$ cat config.mk
export PLATFORM = sky130hd
export DESIGN_NAME = play_mode_controller_flat
export DESIGN_NICKNAME = d
export VERILOG_FILES = /design/src/rtl/play_pkg.sv /design/src/rtl/play_mode_controller_if.sv /design/src/rtl/play_mode_controller_onehot_mux.sv /design/src/rtl/play_mode_controller.sv /design/src/flat_wrapper.sv
export SDC_FILE = /design/constraint.sdc
export NUM_CORES = 1
export LEC_CHECK = 0
export CAP_MARGIN = 20
export CORE_ASPECT_RATIO = 0.7
export CORE_MARGIN = 10
export CORE_UTILIZATION = 25
export CTS_CLUSTER_SIZE = 10
export DETAILED_ROUTE_END_ITERATION = 8
export PLACE_DENSITY_LB_ADDON = 0.15
export SYNTH_ARGS = -nofsm -noshare
export SYNTH_HDL_FRONTEND = slang
export SYNTH_SLANG_ARGS = --single-unit
$ cat constraint.sdc
create_clock -name clk -period 3.5 [get_ports clk]
set_input_delay 1.05 -clock clk [delete_from_list [all_inputs] [get_ports clk]]
set_output_delay 1.05 -clock clk [all_outputs]
set_load 0.05 [all_outputs]
$ cat src/rtl/play_pkg.sv
// Shared types and defaults for the play mode controller.
// Holds the FSM state encodings, the rest-note code, the default bus widths
// and a helper that sizes the mute counter.
package play_pkg;

  localparam int unsigned DEF_NUM_SRC     = 3;
  localparam int unsigned DEF_NOTE_W      = 4;
  localparam int unsigned DEF_LED_W       = 7;
  localparam int unsigned DEF_OCT_W       = 2;
  localparam int unsigned DEF_NUM_W       = 4;
  localparam int unsigned DEF_MUTE_CYCLES = 4;

  localparam int unsigned STATE_W = 2;
  typedef logic [STATE_W-1:0] state_t;

  localparam logic [1:0] ST_IDLE  = 2'b00;
  localparam logic [1:0] ST_PLAY  = 2'b01;
  localparam logic [1:0] ST_PAUSE = 2'b10;
  localparam logic [1:0] ST_MUTE  = 2'b11;

  localparam logic [DEF_NOTE_W-1:0] NOTE_REST = '0;

  // Mute counter width; keeps at least one bit when the mute is disabled.
  function automatic int unsigned cnt_width(int unsigned cycles);
    return (cycles == 0) ? 1 : $clog2(cycles + 1);
  endfunction

endpackage

$ cat src/rtl/play_mode_controller_if.sv
// Source/sink bundle of the play mode controller.
// master: drives mode, start and the packed per-source buses, observes outputs.
// slave : the controller itself.
interface play_mode_controller_if
  import play_pkg::*;
#(
  parameter int unsigned NUM_SRC = DEF_NUM_SRC,
  parameter int unsigned NOTE_W  = DEF_NOTE_W,
  parameter int unsigned LED_W   = DEF_LED_W,
  parameter int unsigned OCT_W   = DEF_OCT_W,
  parameter int unsigned NUM_W   = DEF_NUM_W
) ();

  logic [NUM_SRC-1:0]        mode;
  logic                      start;
  logic [NUM_SRC*NOTE_W-1:0] src_note;
  logic [NUM_SRC*LED_W-1:0]  src_led;
  logic [NUM_SRC*OCT_W-1:0]  src_octave;
  logic [NUM_SRC*NUM_W-1:0]  src_num;
  logic [NUM_SRC-1:0]        src_done;

  logic [NOTE_W-1:0]         note_out;
  logic [LED_W-1:0]          led_out;
  logic [OCT_W-1:0]          octave_out;
  logic [NUM_W-1:0]          num;
  logic [NUM_SRC-1:0]        play_en;
  logic [STATE_W-1:0]        state_out;
  logic                      mode_err;

  modport master (
    output mode, start, src_note, src_led, src_octave, src_num, src_done,
    input  note_out, led_out, octave_out, num, play_en, state_out, mode_err
  );

  modport slave (
    input  mode, start, src_note, src_led, src_octave, src_num, src_done,
    output note_out, led_out, octave_out, num, play_en, state_out, mode_err
  );

endinterface

$ cat src/rtl/play_mode_controller_onehot_mux.sv
// Combinational one-hot selector: ORs together the W-bit lanes of din whose
// sel bit is set. Yields zero when sel is all-zero.
// Ports: sel (N one-hot), din (N*W packed lanes), dout_c (W selected lane).
module onehot_mux #(
  parameter int unsigned N = 3,
  parameter int unsigned W = 4
) (
  input  logic [N-1:0]   sel,
  input  logic [N*W-1:0] din,
  output logic [W-1:0]   dout_c
);

  always_comb begin
    dout_c = '0;
    for (int i = 0; i < N; i++) begin
      if (sel[i]) dout_c = dout_c | din[i*W +: W];
    end
  end

endmodule

$ cat src/rtl/play_mode_controller.sv
// Keyboard mode controller: picks one of NUM_SRC player sources via a one-hot
// mode, runs the idle/play/pause FSM from the start button and mutes the
// outputs for MUTE_CYCLES after every mode change.
// Ports: clk, reset (sync, active-high), bus (slave side of
// play_mode_controller_if: mode/start/src_* in, note/led/octave/num,
// play_en, state_out, mode_err out, all registered).
module play_mode_controller
  import play_pkg::*;
#(
  parameter int unsigned NUM_SRC     = DEF_NUM_SRC,
  parameter int unsigned FREE_IDX    = 0,
  parameter int unsigned NOTE_W      = DEF_NOTE_W,
  parameter int unsigned LED_W       = DEF_LED_W,
  parameter int unsigned OCT_W       = DEF_OCT_W,
  parameter int unsigned NUM_W       = DEF_NUM_W,
  parameter int unsigned MUTE_CYCLES = DEF_MUTE_CYCLES
) (
  input logic                   clk,
  input logic                   reset,
  play_mode_controller_if.slave bus
);

  localparam int unsigned CNT_W = cnt_width(MUTE_CYCLES);
  localparam logic [NUM_SRC-1:0] FREE_MASK = NUM_SRC'(1) << FREE_IDX;

  state_t               state, state_nxt;
  logic [CNT_W-1:0]     cnt, cnt_nxt;
  logic                 start_q;
  logic                 armed;
  logic [NUM_SRC-1:0]   mode_q;

  logic                 valid_c, rise_c, change_c, done_c;
  logic                 active_c, pass_c;
  logic [NOTE_W-1:0]    note_sel_c;
  logic [LED_W-1:0]     led_sel_c;
  logic [OCT_W-1:0]     oct_sel_c;
  logic [NUM_W-1:0]     num_sel_c;

  logic [NOTE_W-1:0]    note_nxt;
  logic [LED_W-1:0]     led_nxt;
  logic [OCT_W-1:0]     oct_nxt;
  logic [NUM_W-1:0]     num_nxt;
  logic [NUM_SRC-1:0]   play_en_nxt;
  state_t               state_out_nxt;

  onehot_mux #(.N(NUM_SRC), .W(NOTE_W)) u_mux_note (.sel(bus.mode), .din(bus.src_note),   .dout_c(note_sel_c));
  onehot_mux #(.N(NUM_SRC), .W(LED_W))  u_mux_led  (.sel(bus.mode), .din(bus.src_led),    .dout_c(led_sel_c));
  onehot_mux #(.N(NUM_SRC), .W(OCT_W))  u_mux_oct  (.sel(bus.mode), .din(bus.src_octave), .dout_c(oct_sel_c));
  onehot_mux #(.N(NUM_SRC), .W(NUM_W))  u_mux_num  (.sel(bus.mode), .din(bus.src_num),    .dout_c(num_sel_c));

  // Events. armed stays low after reset until start is seen released, so a
  // button held through reset cannot fake a press.
  assign valid_c  = $onehot(bus.mode);
  assign rise_c   = bus.start & ~start_q & armed;
  assign change_c = (bus.mode != mode_q);
  assign done_c   = |(bus.src_done & bus.mode);

  // Next state: mode change first, then invalid mode, then normal transitions.
  always_comb begin
    state_nxt = state;
    cnt_nxt   = cnt;
    if (change_c) begin
      if (MUTE_CYCLES > 0) begin
        state_nxt = ST_MUTE;
        cnt_nxt   = CNT_W'(MUTE_CYCLES);
      end else begin
        state_nxt = ST_IDLE;
        cnt_nxt   = '0;
      end
    end else if (!valid_c) begin
      state_nxt = ST_IDLE;
      cnt_nxt   = '0;
    end else begin
      case (state)
        ST_IDLE:  if (rise_c) state_nxt = ST_PLAY;
        ST_PLAY: begin
          if (done_c)      state_nxt = ST_IDLE;
          else if (rise_c) state_nxt = ST_PAUSE;
        end
        ST_PAUSE: if (rise_c) state_nxt = ST_PLAY;
        ST_MUTE: begin
          if (cnt <= CNT_W'(1)) begin
            state_nxt = ST_IDLE;
            cnt_nxt   = '0;
          end else begin
            cnt_nxt   = cnt - CNT_W'(1);
          end
        end
        default:  state_nxt = ST_IDLE;
      endcase
    end
  end

  // Output values for the next edge, derived from the current state.
  always_comb begin
    active_c      = valid_c && (state != ST_MUTE);
    pass_c        = active_c && ((|(bus.mode & FREE_MASK)) || (state == ST_PLAY));
    note_nxt      = pass_c ? note_sel_c : NOTE_W'(NOTE_REST);
    led_nxt       = pass_c ? led_sel_c : '0;
    oct_nxt       = pass_c ? oct_sel_c : '0;
    num_nxt       = active_c ? num_sel_c : '0;
    play_en_nxt   = '0;
    if (active_c) begin
      play_en_nxt = (bus.mode & FREE_MASK) |
                    (bus.mode & ~FREE_MASK & {NUM_SRC{state == ST_PLAY}});
    end
    state_out_nxt = valid_c ? state : ST_IDLE;
  end

  // FSM and input-history registers.
  always_ff @(posedge clk) begin
    if (reset) begin
      state   <= ST_IDLE;
      cnt     <= '0;
      start_q <= 1'b0;
      armed   <= 1'b0;
      mode_q  <= '0;
    end else begin
      state   <= state_nxt;
      cnt     <= cnt_nxt;
      start_q <= bus.start;
      armed   <= armed | ~bus.start;
      mode_q  <= bus.mode;
    end
  end

  // Registered outputs.
  always_ff @(posedge clk) begin
    if (reset) begin
      bus.note_out   <= '0;
      bus.led_out    <= '0;
      bus.octave_out <= '0;
      bus.num        <= '0;
      bus.play_en    <= '0;
      bus.state_out  <= ST_IDLE;
      bus.mode_err   <= 1'b0;
    end else begin
      bus.note_out   <= note_nxt;
      bus.led_out    <= led_nxt;
      bus.octave_out <= oct_nxt;
      bus.num        <= num_nxt;
      bus.play_en    <= play_en_nxt;
      bus.state_out  <= state_out_nxt;
      bus.mode_err   <= ~valid_c;
    end
  end

endmodule

$ cat src/flat_wrapper.sv
// flat-port wrapper written by rule: the top's interface ports become plain ports
module play_mode_controller_flat import play_pkg::*;
#(
  parameter int unsigned NUM_SRC     = DEF_NUM_SRC,
  parameter int unsigned FREE_IDX    = 0,
  parameter int unsigned NOTE_W      = DEF_NOTE_W,
  parameter int unsigned LED_W       = DEF_LED_W,
  parameter int unsigned OCT_W       = DEF_OCT_W,
  parameter int unsigned NUM_W       = DEF_NUM_W,
  parameter int unsigned MUTE_CYCLES = DEF_MUTE_CYCLES
)
  (clk, reset, bus_mode, bus_start, bus_src_note, bus_src_led, bus_src_octave, bus_src_num, bus_src_done, bus_note_out, bus_led_out, bus_octave_out, bus_num, bus_play_en, bus_state_out, bus_mode_err);
  play_mode_controller_if #(.NUM_SRC(NUM_SRC), .NOTE_W(NOTE_W), .LED_W(LED_W), .OCT_W(OCT_W), .NUM_W(NUM_W)) bus_i ();
  input logic clk;
  input logic reset;
  input wire logic [$bits(bus_i.mode)-1:0] bus_mode;
  input wire logic [$bits(bus_i.start)-1:0] bus_start;
  input wire logic [$bits(bus_i.src_note)-1:0] bus_src_note;
  input wire logic [$bits(bus_i.src_led)-1:0] bus_src_led;
  input wire logic [$bits(bus_i.src_octave)-1:0] bus_src_octave;
  input wire logic [$bits(bus_i.src_num)-1:0] bus_src_num;
  input wire logic [$bits(bus_i.src_done)-1:0] bus_src_done;
  output wire logic [$bits(bus_i.note_out)-1:0] bus_note_out;
  output wire logic [$bits(bus_i.led_out)-1:0] bus_led_out;
  output wire logic [$bits(bus_i.octave_out)-1:0] bus_octave_out;
  output wire logic [$bits(bus_i.num)-1:0] bus_num;
  output wire logic [$bits(bus_i.play_en)-1:0] bus_play_en;
  output wire logic [$bits(bus_i.state_out)-1:0] bus_state_out;
  output wire logic [$bits(bus_i.mode_err)-1:0] bus_mode_err;
  assign bus_i.mode = bus_mode;
  assign bus_i.start = bus_start;
  assign bus_i.src_note = bus_src_note;
  assign bus_i.src_led = bus_src_led;
  assign bus_i.src_octave = bus_src_octave;
  assign bus_i.src_num = bus_src_num;
  assign bus_i.src_done = bus_src_done;
  assign bus_note_out = bus_i.note_out;
  assign bus_led_out = bus_i.led_out;
  assign bus_octave_out = bus_i.octave_out;
  assign bus_num = bus_i.num;
  assign bus_play_en = bus_i.play_en;
  assign bus_state_out = bus_i.state_out;
  assign bus_mode_err = bus_i.mode_err;
  play_mode_controller #(.NUM_SRC(NUM_SRC), .FREE_IDX(FREE_IDX), .NOTE_W(NOTE_W), .LED_W(LED_W), .OCT_W(OCT_W), .NUM_W(NUM_W), .MUTE_CYCLES(MUTE_CYCLES)) u_core (.clk(clk), .reset(reset), .bus(bus_i));
endmodule
=== After elaboration in Yosys (flattened, before gate mapping) ===
Index checks and enable logic that the tools add are counted.

* Bits in registers: 33
* Input bits: 60
* Output and inout bits: 23
* Logic and storage cells: 80

* Add/sub/neg operators: 3
* $lt $le $gt $ge: 1
* Eq/ne operators: 10
* Muxes and demuxes: 23
* Bitwise gates (word level): 19
* Reductions and logical operators: 11

{| class="wikitable"
|+ Operators with widths
! cell !! count
|-
| 4-bit 2-to-1 mux || 6
|-
| 7-bit 2-to-1 mux || 3
|-
| 2-bit 2-to-1 mux || 9
|-
| 4-bit bitwise OR || 4
|-
| 7-bit bitwise OR || 2
|-
| 3-bit 2-to-1 mux || 4
|-
| 4-bit inequality test, second input constant || 2
|-
| 2-bit OR reduction || 4
|-
| 3-bit AND || 2
|-
| 2-bit one-hot mux with 3 select lines || 1
|-
| 3-bit OR reduction || 2
|-
| 5-bit inequality test, second input constant || 1
|-
| 1-bit NOT || 5
|-
| 2-bit by 1-bit equality test with 1-bit output, second input constant || 2
|-
| 2-bit equality test, second input constant || 2
|-
| 2-bit bitwise OR || 2
|-
| 3-bit by 1-bit <= comparator with 1-bit output, second input constant || 1
|-
| 3-bit inequality test || 1
|-
| 3-bit inequality test, second input constant || 1
|-
| 1-bit by 3-bit bitwise OR with 3-bit output || 1
|-
| 3-bit AND reduction || 1
|-
| 3-bit by 1-bit subtractor with 3-bit output, second input constant || 1
|-
| 1-bit by 1-bit adder with 2-bit output || 1
|-
| 2-bit by 1-bit adder with 2-bit output || 1
|-
| other kinds (6) || 8
|}

=== Longest topological paths before layout ===
Gate-level depths: netlist of run 1.

* Depth in word-level cells: 8
* Gate-level depth with buffers: 9
* Depth with buffers taken out: 6

=== Cells and area by module ===
Synthesis of run 1 repeated with hierarchy kept, for this count alone.

* Cell total of the unflattened synthesis: 139
* Area total of the unflattened synthesis: 1390.1 sq um

{| class="wikitable"
|+ By module, submodules not included
! module !! times used !! cells each !! area each (sq um) !! seq. area each (sq um)
|-
| play_mode_controller || 1 || 105 || 1156.1 || 660.6
|-
| onehot_mux (u_core.u_mux_note ...) || 2 || 8 || 55.1 || 0.0
|-
| onehot_mux (u_core.u_mux_led) || 1 || 14 || 96.3 || 0.0
|-
| onehot_mux (u_core.u_mux_oct) || 1 || 4 || 27.5 || 0.0
|}

=== Worst setup path before layout of run 1 ===
OpenSTA, ideal clock, no wires.

* Kind: input port to flip-flop
* Start point: input bus_mode[0]
* End point: register u_core.state[0]
* Setup time: 0.119 ns
* Arrival time: 2.964 ns
* Required time: 3.381 ns
* Slack: 0.417 ns
* Stages on the path: 8
* Path buffers: 2
* Path through: clkbuf_1 -> buf_2 -> inv_1 -> fa_1 -> nor2b_1 -> inv_1 -> or3_1 -> o221a_1

* Longest elaborated chain between the ends: 6
* Elaborated cells on any way between the ends: 14
* Classes of those cells: 2 x add/sub; 5 x eq/ne; 4 x mux; 1 x bitwise; 2 x reduce/logical

{| class="wikitable"
|+ Ends and longest elaborated chain
! item !! RTL line !! text
|-
| start, declared || flat_wrapper.sv:16 || <nowiki>input wire logic [$bits(bus_i.mode)-1:0] bus_mode;</nowiki>
|-
| parallel branches: the longest is 6 deep, another holds 1-bit by 1-bit adder with 2-bit output || n/a ||
|-
| end signal, assigned || play_mode_controller.sv:119 || <nowiki>state <= state_nxt;</nowiki>
|-
| end, declared || play_mode_controller.sv:26 || <nowiki>state_t state, state_nxt;</nowiki>
|}

Parallel ways; which one is timed is not known.
A chain may end at the register's enable or synchronous reset.

=== Worst setup path in the final report of run 1 ===
Ends and elaborated chain as after synthesis.

==> impl_metrics.toml, run 1 <==
[run_status]
status = "finished clean"

[floorplan]
num_rows = 22
die_area_sq_um = 8740
die_w_microns = 108
ioPinCount = 83
initial_core_util_pct = 25.6
die-height_microns = 81.3
coreArea_sq_um = 5230

[clock_network]
path_clk_slew_ns = 0.06
cts_setup_buffers = 0
htree_num_levels = 2
cts_tree = "yes"
cts_resized = 0
clock_sinks = 33
cts_root_buf = "clkbuf_8"
hold_buffers = 0
clockBufferDepth = 2
numCtsBuffers = 5
insertion_delay_ns = 0.27

[setup_path]
crit_arrival_ns = 3.07
crit_required_ns = 3.66
critPathCaptureType = "register"
crit_type = "in -> reg"
r2r_start = "u_core.cnt[1]"
critPathLaunchType = "input port"
startpoint = "bus_mode[0]"
crit_fanout = 4

[yosys]
synth_area_leaders = "dfxtp_1 49%, a222oi_1 13%, nor2_1 6.2%"
ys_ff_latch = 33
yosys.area.top_type = "dfxtp_1"
yosys_warnings = 0
syn_nets = 198
synth.yosys.seq_area_share_pct = 49.3
syn_area_sq_um = 1340
syn-instance-count = 135
syn_area_per_cell_sq_um = 9.94
yosysUniqueCellTypes = 33
synth_top_area_share_pct = 49.3

[timing]
tightest_slew_ns = 0.527
period_minus_slack_ns = 2.90
fmax_mhz = 345
setup_tns_ns = 0
rsz0062_at_grt = "no"
setup_viol = 0
slew_headroom_pct = 64.8
slew_violations = 0
fin_crit_sh_pct = 82.9
finalHoldViolCount = 0
clock-skew-final_ns = 0.00306
fin_hold_ws_ns = 0.462

[route]
vias = 1345
via_per_inst = 4.59
ant_nets = 0
drc = 0
routed_wl_microns = 4840
drt_iter0_markers = 140
routedWlPerCell_microns = 16.5
dr.pass1.iters = 5

[finish]
seqCellArea_sq_um = 661
multi_input_comb_area_sq_um = 601
final_nets = 283
postLayoutCellArea_sq_um = 2360
fin_util_pct = 45.1
area_delta_synth_final_pct = 75.9
antenna_cells = 0
fillerInstances = 521
drive_gt1_share_pct = 8.60

[grt]
grt_pass1_wl_microns = 7170
grt_pass1_vias = 1275
antenna_found_initial = 0
grt-ovfl-total = 0
grt_max_degree = 21
grt_usage_pct = 10.4

[worst_hold_path]
worstHoldStart = "u_core.armed"
min-delay-path-class = "reg -> reg"

[pwr]
powerDensity_nw_per_um2 = 417
vdd_drop_max_mv = 0.219
cellLeakagePower_nw = 0.907

[place]
gp_congestion = 0.798
port_buffers = 82
dp_hpwl_microns = 3770
place_area_sq_um = 2240

[flow_run]
cap_violations = 0
metal layers:
metal / share of wire [%] / wire [microns] / global-route usage [%]
met1: 48 / 2310 / 14.9
met2: 44 / 2110 / 14.2
met3: 8.3 / 403 / 4.03
met4: 0.33 / 16 / 2.39
met5: 0 / 0 / 0
cells by family after synthesis:
logic type	Yosys count	synth area share (%)
DFF	33	49.3
buffers and inverters	19	5.97
AOI/OAI and AO/OA	33	21.5
xor gates and xnor gates	3	3.64
and+or+nand+nor	44	16.2
adders and majority gates	3	3.36
cell type report:
class / count / area share, %
timing repair buffer: 86 / 36.1
sequential: 33 / 28.0
multi-input combinational: 83 / 25.5
tap: 72 / 3.82
clock buffer: 7 / 3.66
inverter: 11 / 1.75
clock inverter: 1 / 1.27
synthesized netlist by cell type (all sizes together):
cell type  count
o22ai          2
a41oi          2
nand2          5
a222oi        17
and2           2
nor2          22
a21oi          3
or2b           1
nand3b         1
nor2b          2
o221a          1
clkbuf         1
a32oi          1
nand3          2
o211ai         1
ha             2
xnor2          3
o31ai          1
nor3           3
dfxtp         33
o21ai          2
and3           3
inv           11
nand4          1
or3            2
a221oi         1
buf            7
a31oi          1
a22oi          1
fa             1
placed cells by master (no fill, tap or decap), types with 2 or more instances in the layout:
| cell | n |
|---|---|
| clkbuf_8 | 6 |
| clkdlybuf4s50_1 | 82 |
| a222oi_1 | 17 |
| inv_1 | 11 |
| and3_1 | 3 |
| buf_4 | 4 |
| a41oi_1 | 2 |
| a21oi_1 | 3 |
| o22ai_1 | 2 |
| ha_1 | 2 |
| nand2_1 | 5 |
| nor2_1 | 22 |
| nor3_1 | 3 |
| nor2b_1 | 2 |
| xnor2_2 | 3 |
| o21ai_0 | 2 |
| dfxtp_1 | 33 |
sequential cells by signal, indices dropped and copies added, names as in the netlist:
name,cells
u_core.bus.num,4
u_core.bus.note_out,4
u_core.bus.play_en,3
u_core.cnt,3
u_core.state,2
u_core.start_q,1
u_core.bus.led_out,7
u_core.bus.state_out,2
u_core.mode_q,3
u_core.armed,1
u_core.bus.mode_err,1
u_core.bus.octave_out,2
worst max-delay path, stage by stage:
cell and delay [ns]:
clkdlybuf4s50_1 0.47, inv_1 0.08, fa_1 0.47, nor2b_1 0.23, inv_1 0.12, or3_1 0.41
o221a_1 0.23
through the flow:
| stage | setup WS [ns] | instances | power [mW] |
|---|---|---|---|
| after floorplan | 0.417 | 135 | 0.521 |
| after global placement | 0.353 | 285 | 0.633 |
| after detailed placement | 0.321 | 285 | 0.631 |
| after CTS | 0.625 | 293 | 1.00 |
| after global routing | 0.462 | 293 | 1.03 |
| final | 0.598 | 293 | 0.983 |
report_power, final:
part | total [mW] | leakage (nW) | switching (mW) | internal [mW]
sequential | 0.404 | 0.270 | 0.0101 | 0.394
clock | 0.361 | 0.0585 | 0.129 | 0.232
combinational | 0.218 | 0.579 | 0.106 | 0.112
worst paths after layout:
path              slack [ns]               to  cells past startpoint
setup / recovery        0.60  u_core.state[0]                      7
hold / removal          0.46     u_core.armed                      2
setup reg to reg        1.97  u_core.state[0]                      6
hold reg to reg         0.46     u_core.armed                      2
(Power assumes the default switching activity.)
==> run 2: changes to the inputs <==
==> constraint.sdc (replaced) <==
create_clock -name clk -period 2.9 [get_ports clk]
set_input_delay 0.87 -clock clk [delete_from_list [all_inputs] [get_ports clk]]
set_output_delay 0.87 -clock clk [all_outputs]
set_load 0.05 [all_outputs]
==> run 2 against run 1 <==
First-iteration DRC count decreased by 29%. Count of clock-buffer cells in the layout decreased by 2. Critical path depth unchanged. Clock power decreased by 14%. Sequential power increased by 21%. Setup slack got worse by 0.40 ns. Combinational power increased by 26%. Routed wire length increased by 1.4%. Via count increased by 3.0%. Sequential cell count unchanged.
==> impl_metrics.toml, run 2 (same netlist as run 1, synthesis figures left out) <==
[run_status]
status = "finished clean"

[clock_network]
cts_root_buf = "clkbuf_8"
cts_tree = "yes"
numCtsBuffers = 5
htree_num_levels = 2
cts_resized = 0
insertion_delay_ns = 0.28
hold_buffers = 0
clock_sinks = 33
clockBufferDepth = 2
path_clk_slew_ns = 0.06
cts_setup_buffers = 0

[floorplan]
die_w_microns = 108
coreArea_sq_um = 5230
die_area_sq_um = 8740
die-height_microns = 81.3
num_rows = 22
initial_core_util_pct = 25.6
ioPinCount = 83

[finish]
drive_gt1_share_pct = 11.1
reg_top3 = "u_core.bus.led_out x7, u_core.bus.note_out x4, u_core.bus.num x4"
final_common_cell = "clkdlybuf4s50_1"
final_nets = 290
final_cells = 298
layout_common_cells = "82 x clkdlybuf4s50_1, 33 x dfxtp_1, 22 x nor2_1"
area_delta_synth_final_pct = 76.7
largest_reg_flops = 7
antenna_cells = 0
max_flop_register = "u_core.bus.led_out"

[setup_path]
crit_path_top_delay_cell = "clkdlybuf4s50_1"
crit_fanout = 4
critPathLaunchType = "input port"
critical-path-top-delay-family = "buffers and inverters"
endpoint = "u_core.state[0]"
r2r_setup_slack_ns = 1.34
critPathMaxStageDelay_ns = 0.49
crit_arrival_ns = 2.87
r2r_start = "u_core.cnt[1]"
crit_type = "in -> reg"
crit_path_frequent_cell = "inv_1"
r2r-end = "u_core.state[0]"
crit_required_ns = 3.07
cp_cell_sequence = "clkdlybuf4s50_1, inv_1, fa_1, nor2b_1, inv_1, or3_1, o221a_1"
ff2ff_path_depth = 6
cp_num_cells = 7
crit_buf_inv = 3
startpoint = "bus_mode[0]"
critPathCaptureType = "register"

[timing]
tightest_slew_ns = 0.539
slew_headroom_pct = 64.0
fmax_mhz = 370
worst_slack_ns = 0.201
slew_violations = 0
setup_viol = 0
finalHoldViolCount = 0
period_minus_slack_ns = 2.70
clock-skew-final_ns = 0.00591
rsz0062_at_grt = "no"
fin_crit_sh_pct = 93.1

[place]
dp_hpwl_microns = 3790
placed_cells = 292
port_buffers = 82
dp_slack_ns = -0.113
gp_congestion = 0.772

[route]
drt_iter0_markers = 99
routed_wl_microns = 4910
routedWlPerCell_microns = 16.5
drc = 0
ant_nets = 0
via_per_inst = 4.65
dr.pass1.iters = 5
vias = 1386

[grt]
grt_pass1_wl_microns = 7290
grt_max_degree = 21
antenna_found_initial = 0
grt_pass1_vias = 1332
grt-ovfl-total = 0
grt_usage_pct = 10.7

[worst_hold_path]
min-delay-path-class = "reg -> reg"
worstHoldStart = "u_core.armed"

[pwr]
vdd_drop_max_mv = 0.223
powerDensity_nw_per_um2 = 452
cellLeakagePower_nw = 0.923

[flow_run]
cap_violations = 0
run 2: cell types whose count changed in the layout (fill, tap and decap cells not counted):
cell,delta
clkbuf_8,-1
buf_4,+7
clkinv_2,+1
clkbuf_1,-1
bufinv_16,-1
run 2: how the worst min path moves through the flow:
stage	end	slack (ns)	depth (start not counted)
final	u_core.armed	0.45	2
after global routing	u_core.armed	0.48	2
after CTS	u_core.armed	0.46	2
after detailed placement	u_core.armed	0.44	2
after global placement	u_core.armed	0.44	2
after floorplan	u_core.armed	0.43	2
run 2: tightest hold or removal path, cell delays in order (launching register included):
cell and delay (ns):
dfxtp_1 0.31, inv_1 0.05, a21oi_1 0.05
run 2: metrics by stage:
step	hold slack, ns	setup TNS, ns	total power [mW]	cell area, sq um	utilization, %
6_report	0.453	0	1.07	2370	45.3
4_1_cts	0.455	0	1.09	2370	45.3
3_3_place_gp	0.442	-0.112	0.774	2300	43.9
2_1_floorplan	0.430	0	0.629	1340	-
3_5_place_dp	0.445	-0.557	0.773	2300	43.9
5_1_grt	0.479	0	1.13	2370	45.3
run 2: area by class of cell:
class | instances | area [sq um]
clock buffers | 5 | 68.8
clock inverters | 1 | 5.00
fillers | 508 | 2860
inverters | 11 | 41.3
multi-input cells | 83 | 601
flip-flops and latches | 33 | 661
well taps | 72 | 90.1
repair buffers | 93 | 903
run 2: where the power goes:
| group | switching (mW) | internal, mW | total (mW) |
|---|---|---|---|
| clock network | 0.152 | 0.158 | 0.310 |
| logic | 0.129 | 0.145 | 0.274 |
| registers | 0.0128 | 0.476 | 0.488 |
| total | 0.294 | 0.778 | 1.07 |
run 2: per-layer routing:
layer | vias up | global-route usage [%] | wire length, microns | part of all wire, %
li1 | 687 | - | - | -
met1 | 645 | 14.8 | 2260 | 46
met2 | 49 | 14.9 | 2230 | 45
met3 | 5 | 3.95 | 380 | 7.7
met4 | 0 | 3.19 | 40 | 0.81
met5 | - | 0 | 0 | 0
==> run 3: changes to the inputs <==
--- a/config.mk
+++ b/config.mk
@@ -12,6 +12,7 @@
 export CTS_CLUSTER_SIZE = 10
 export DETAILED_ROUTE_END_ITERATION = 8
 export PLACE_DENSITY_LB_ADDON = 0.15
+export SLEW_MARGIN = 20
 export SYNTH_ARGS = -nofsm -noshare
 export SYNTH_HDL_FRONTEND = slang
 export SYNTH_SLANG_ARGS = --single-unit
==> constraint.sdc (replaced) <==
create_clock -name clk -period 2.22 [get_ports clk]
set_input_delay 0.666 -clock clk [delete_from_list [all_inputs] [get_ports clk]]
set_output_delay 0.666 -clock clk [all_outputs]
set_load 0.05 [all_outputs]
==> run 3 against run 2 <==
Cell count increased by 1.0%. Die area is the same. Count of clock-buffer cells in the layout stayed put. Critical path type unchanged. Sequential share of layout area fell by 0.39 points. Largest cell class unchanged. Non-clock buffer count rose by 3. First-iteration DRC count increased by 26%. Core utilization increased by 0.65 points. Combinational power increased by 36%. Hold slack better by 0.0075 ns.
==> impl_metrics.toml, run 3 (same netlist as run 1, synthesis figures left out) <==
[route]
vias = 1341
dr_wl_met3_microns = 466
dr.pass1.iters = 5
drt_iter0_markers = 125
met1_length_microns = 2200
ant_nets = 0
routed_wl_microns = 4880
wl_met2_microns = 2200
routedWlPerCell_microns = 16.2
via_per_inst = 4.46
drc = 0
top_layer = "met4"

[timing]
rsz0062_at_grt = "no"
tightest_slew_ns = 0.526
fmax_mhz = 468
slew_headroom_pct = 64.9
setup_tns_ns = 0
finalHoldViolCount = 0
period_minus_slack_ns = 2.14
slew_violations = 0
fin_crit_sh_pct = 96.2
clock-skew-final_ns = 0.00195
setup_viol = 0
fin_hold_ws_ns = 0.460

[grt]
grt-ovfl-total = 0
grt_pass1_wl_microns = 7340
antenna_found_initial = 0
grt_max_degree = 21
grt_pass1_vias = 1341
grt_usage_pct = 10.7

[setup_path]
crit_type = "in -> reg"
crit_path_top_delay_cell = "fa_1"
critPathMaxStageDelay_ns = 0.52
crit_buf_inv = 3
ff2ff_path_depth = 5
cp_num_cells = 7
crit_required_ns = 2.41
critPathLaunchType = "input port"
crit_arrival_ns = 2.33
critical-path-top-delay-family = "simple AND/OR/NAND/NOR gates"
cp_cell_sequence = "dlygate4sd2_1, inv_4, fa_1, nor2b_4, inv_2, or3_4, a221oi_2"
critPathCaptureType = "register"
crit_fanout = 4

[finish]
drive_gt1_share_pct = 15.7
layout_common_cells = "77 x clkdlybuf4s50_1, 33 x dfxtp_1, 22 x nor2_1"
area_delta_synth_final_pct = 79.2
reg_top3 = "u_core.bus.led_out x7, u_core.bus.note_out x4, u_core.bus.num x4"
largest_reg_flops = 7
max_flop_register = "u_core.bus.led_out"
antenna_cells = 0
final_nets = 293
postLayoutCellArea_sq_um = 2400
final_common_cell = "clkdlybuf4s50_1"
fin_util_pct = 46.0

[place]
port_buffers = 82
place_area_sq_um = 2330
gp_congestion = 0.826
dp_hpwl_microns = 3890

[clock_network]
clock_sinks = 33
insertion_delay_ns = 0.27
path_clk_slew_ns = 0.06
cts_tree = "yes"
numCtsBuffers = 5
htree_num_levels = 2
clockBufferDepth = 2
hold_buffers = 0
cts_root_buf = "clkbuf_8"

[floorplan]
num_rows = 22
die-height_microns = 81.3
coreArea_sq_um = 5230
die_area_sq_um = 8740
ioPinCount = 83
initial_core_util_pct = 25.6
die_w_microns = 108

[run_status]
status = "finished clean"

[pwr]
netSwitchingFraction_pct = 27.4
powerDensity_nw_per_um2 = 586
pwr-share-comb_pct = 26.4
cellLeakagePower_nw = 0.949
vdd_drop_max_mv = 0.344
p_int_mw = 1.02
switching_power_mw = 0.386
seqPwrFrac_pct = 45.3
power_frac_clock_pct = 28.3
power_mw = 1.41

[worst_hold_path]
whs_path_depth = 2
min-delay-path-class = "reg -> reg"

[flow_run]
cap_violations = 0
run 3: worst register-to-register path: cells and delay by family (launching register included):
kind / cells / cell delay, ns
flops: 1 / 0.39
compound gates: 3 / 0.64
simple gates: 1 / 0.31
fa+ha+maj: 1 / 0.16
run 3: what timing repair did:
item / 4_1_cts / 5_1_grt
setup buffers: 0 / 0
endpoints found under the hold margin: 0 / 0
resized for setup: 4 / 0
setup endpoints to repair: 23 / 0
run 3: worst paths after layout:
path / end / slack, ns / startpoint
setup / recovery: u_core.state[1] / 0.08 / bus_mode[2]
hold / removal: u_core.armed / 0.46 / u_core.armed
setup reg to reg: u_core.state[1] / 0.63 / u_core.cnt[0]
hold reg to reg: u_core.armed / 0.46 / u_core.armed
run 3: power by group through the flow:
stage | registers, mW | logic [mW] | clock network [mW]
after global routing | 0.641 | 0.399 | 0.450
after floorplan | 0.711 | 0.126 | 0
after CTS | 0.637 | 0.375 | 0.420
after global placement | 0.650 | 0.373 | 0
after detailed placement | 0.650 | 0.371 | 0
final | 0.637 | 0.372 | 0.399
run 3: layout make-up:
| cell class | count | area [sq um] |
|---|---|---|
| multi-input combinational | 83 | 613 |
| clock buffer | 5 | 68.8 |
| sequential | 33 | 661 |
| timing repair buffer | 96 | 917 |
| inverter | 11 | 48.8 |
| tap | 72 | 90.1 |
| fill | 526 | 2830 |
| clock inverter | 1 | 5.00 |
run 3: stage by stage:
| stage | instances | setup WS, ns |
|---|---|---|
| finish | 301 | 0.0834 |
| global route | 301 | 0.0283 |
| CTS | 301 | 0.0838 |
| detailed placement | 295 | -0.486 |
| global placement | 295 | -0.451 |
| floorplan | 135 | -0.0900 |
run 3: routing by layer:
layer  track usage (%)  vias to the layer above
li1                  -                      689
met1              14.7                      604
met4              3.06                        0
met3              4.51                        2
met5                 0                        -
met2              14.9                       46
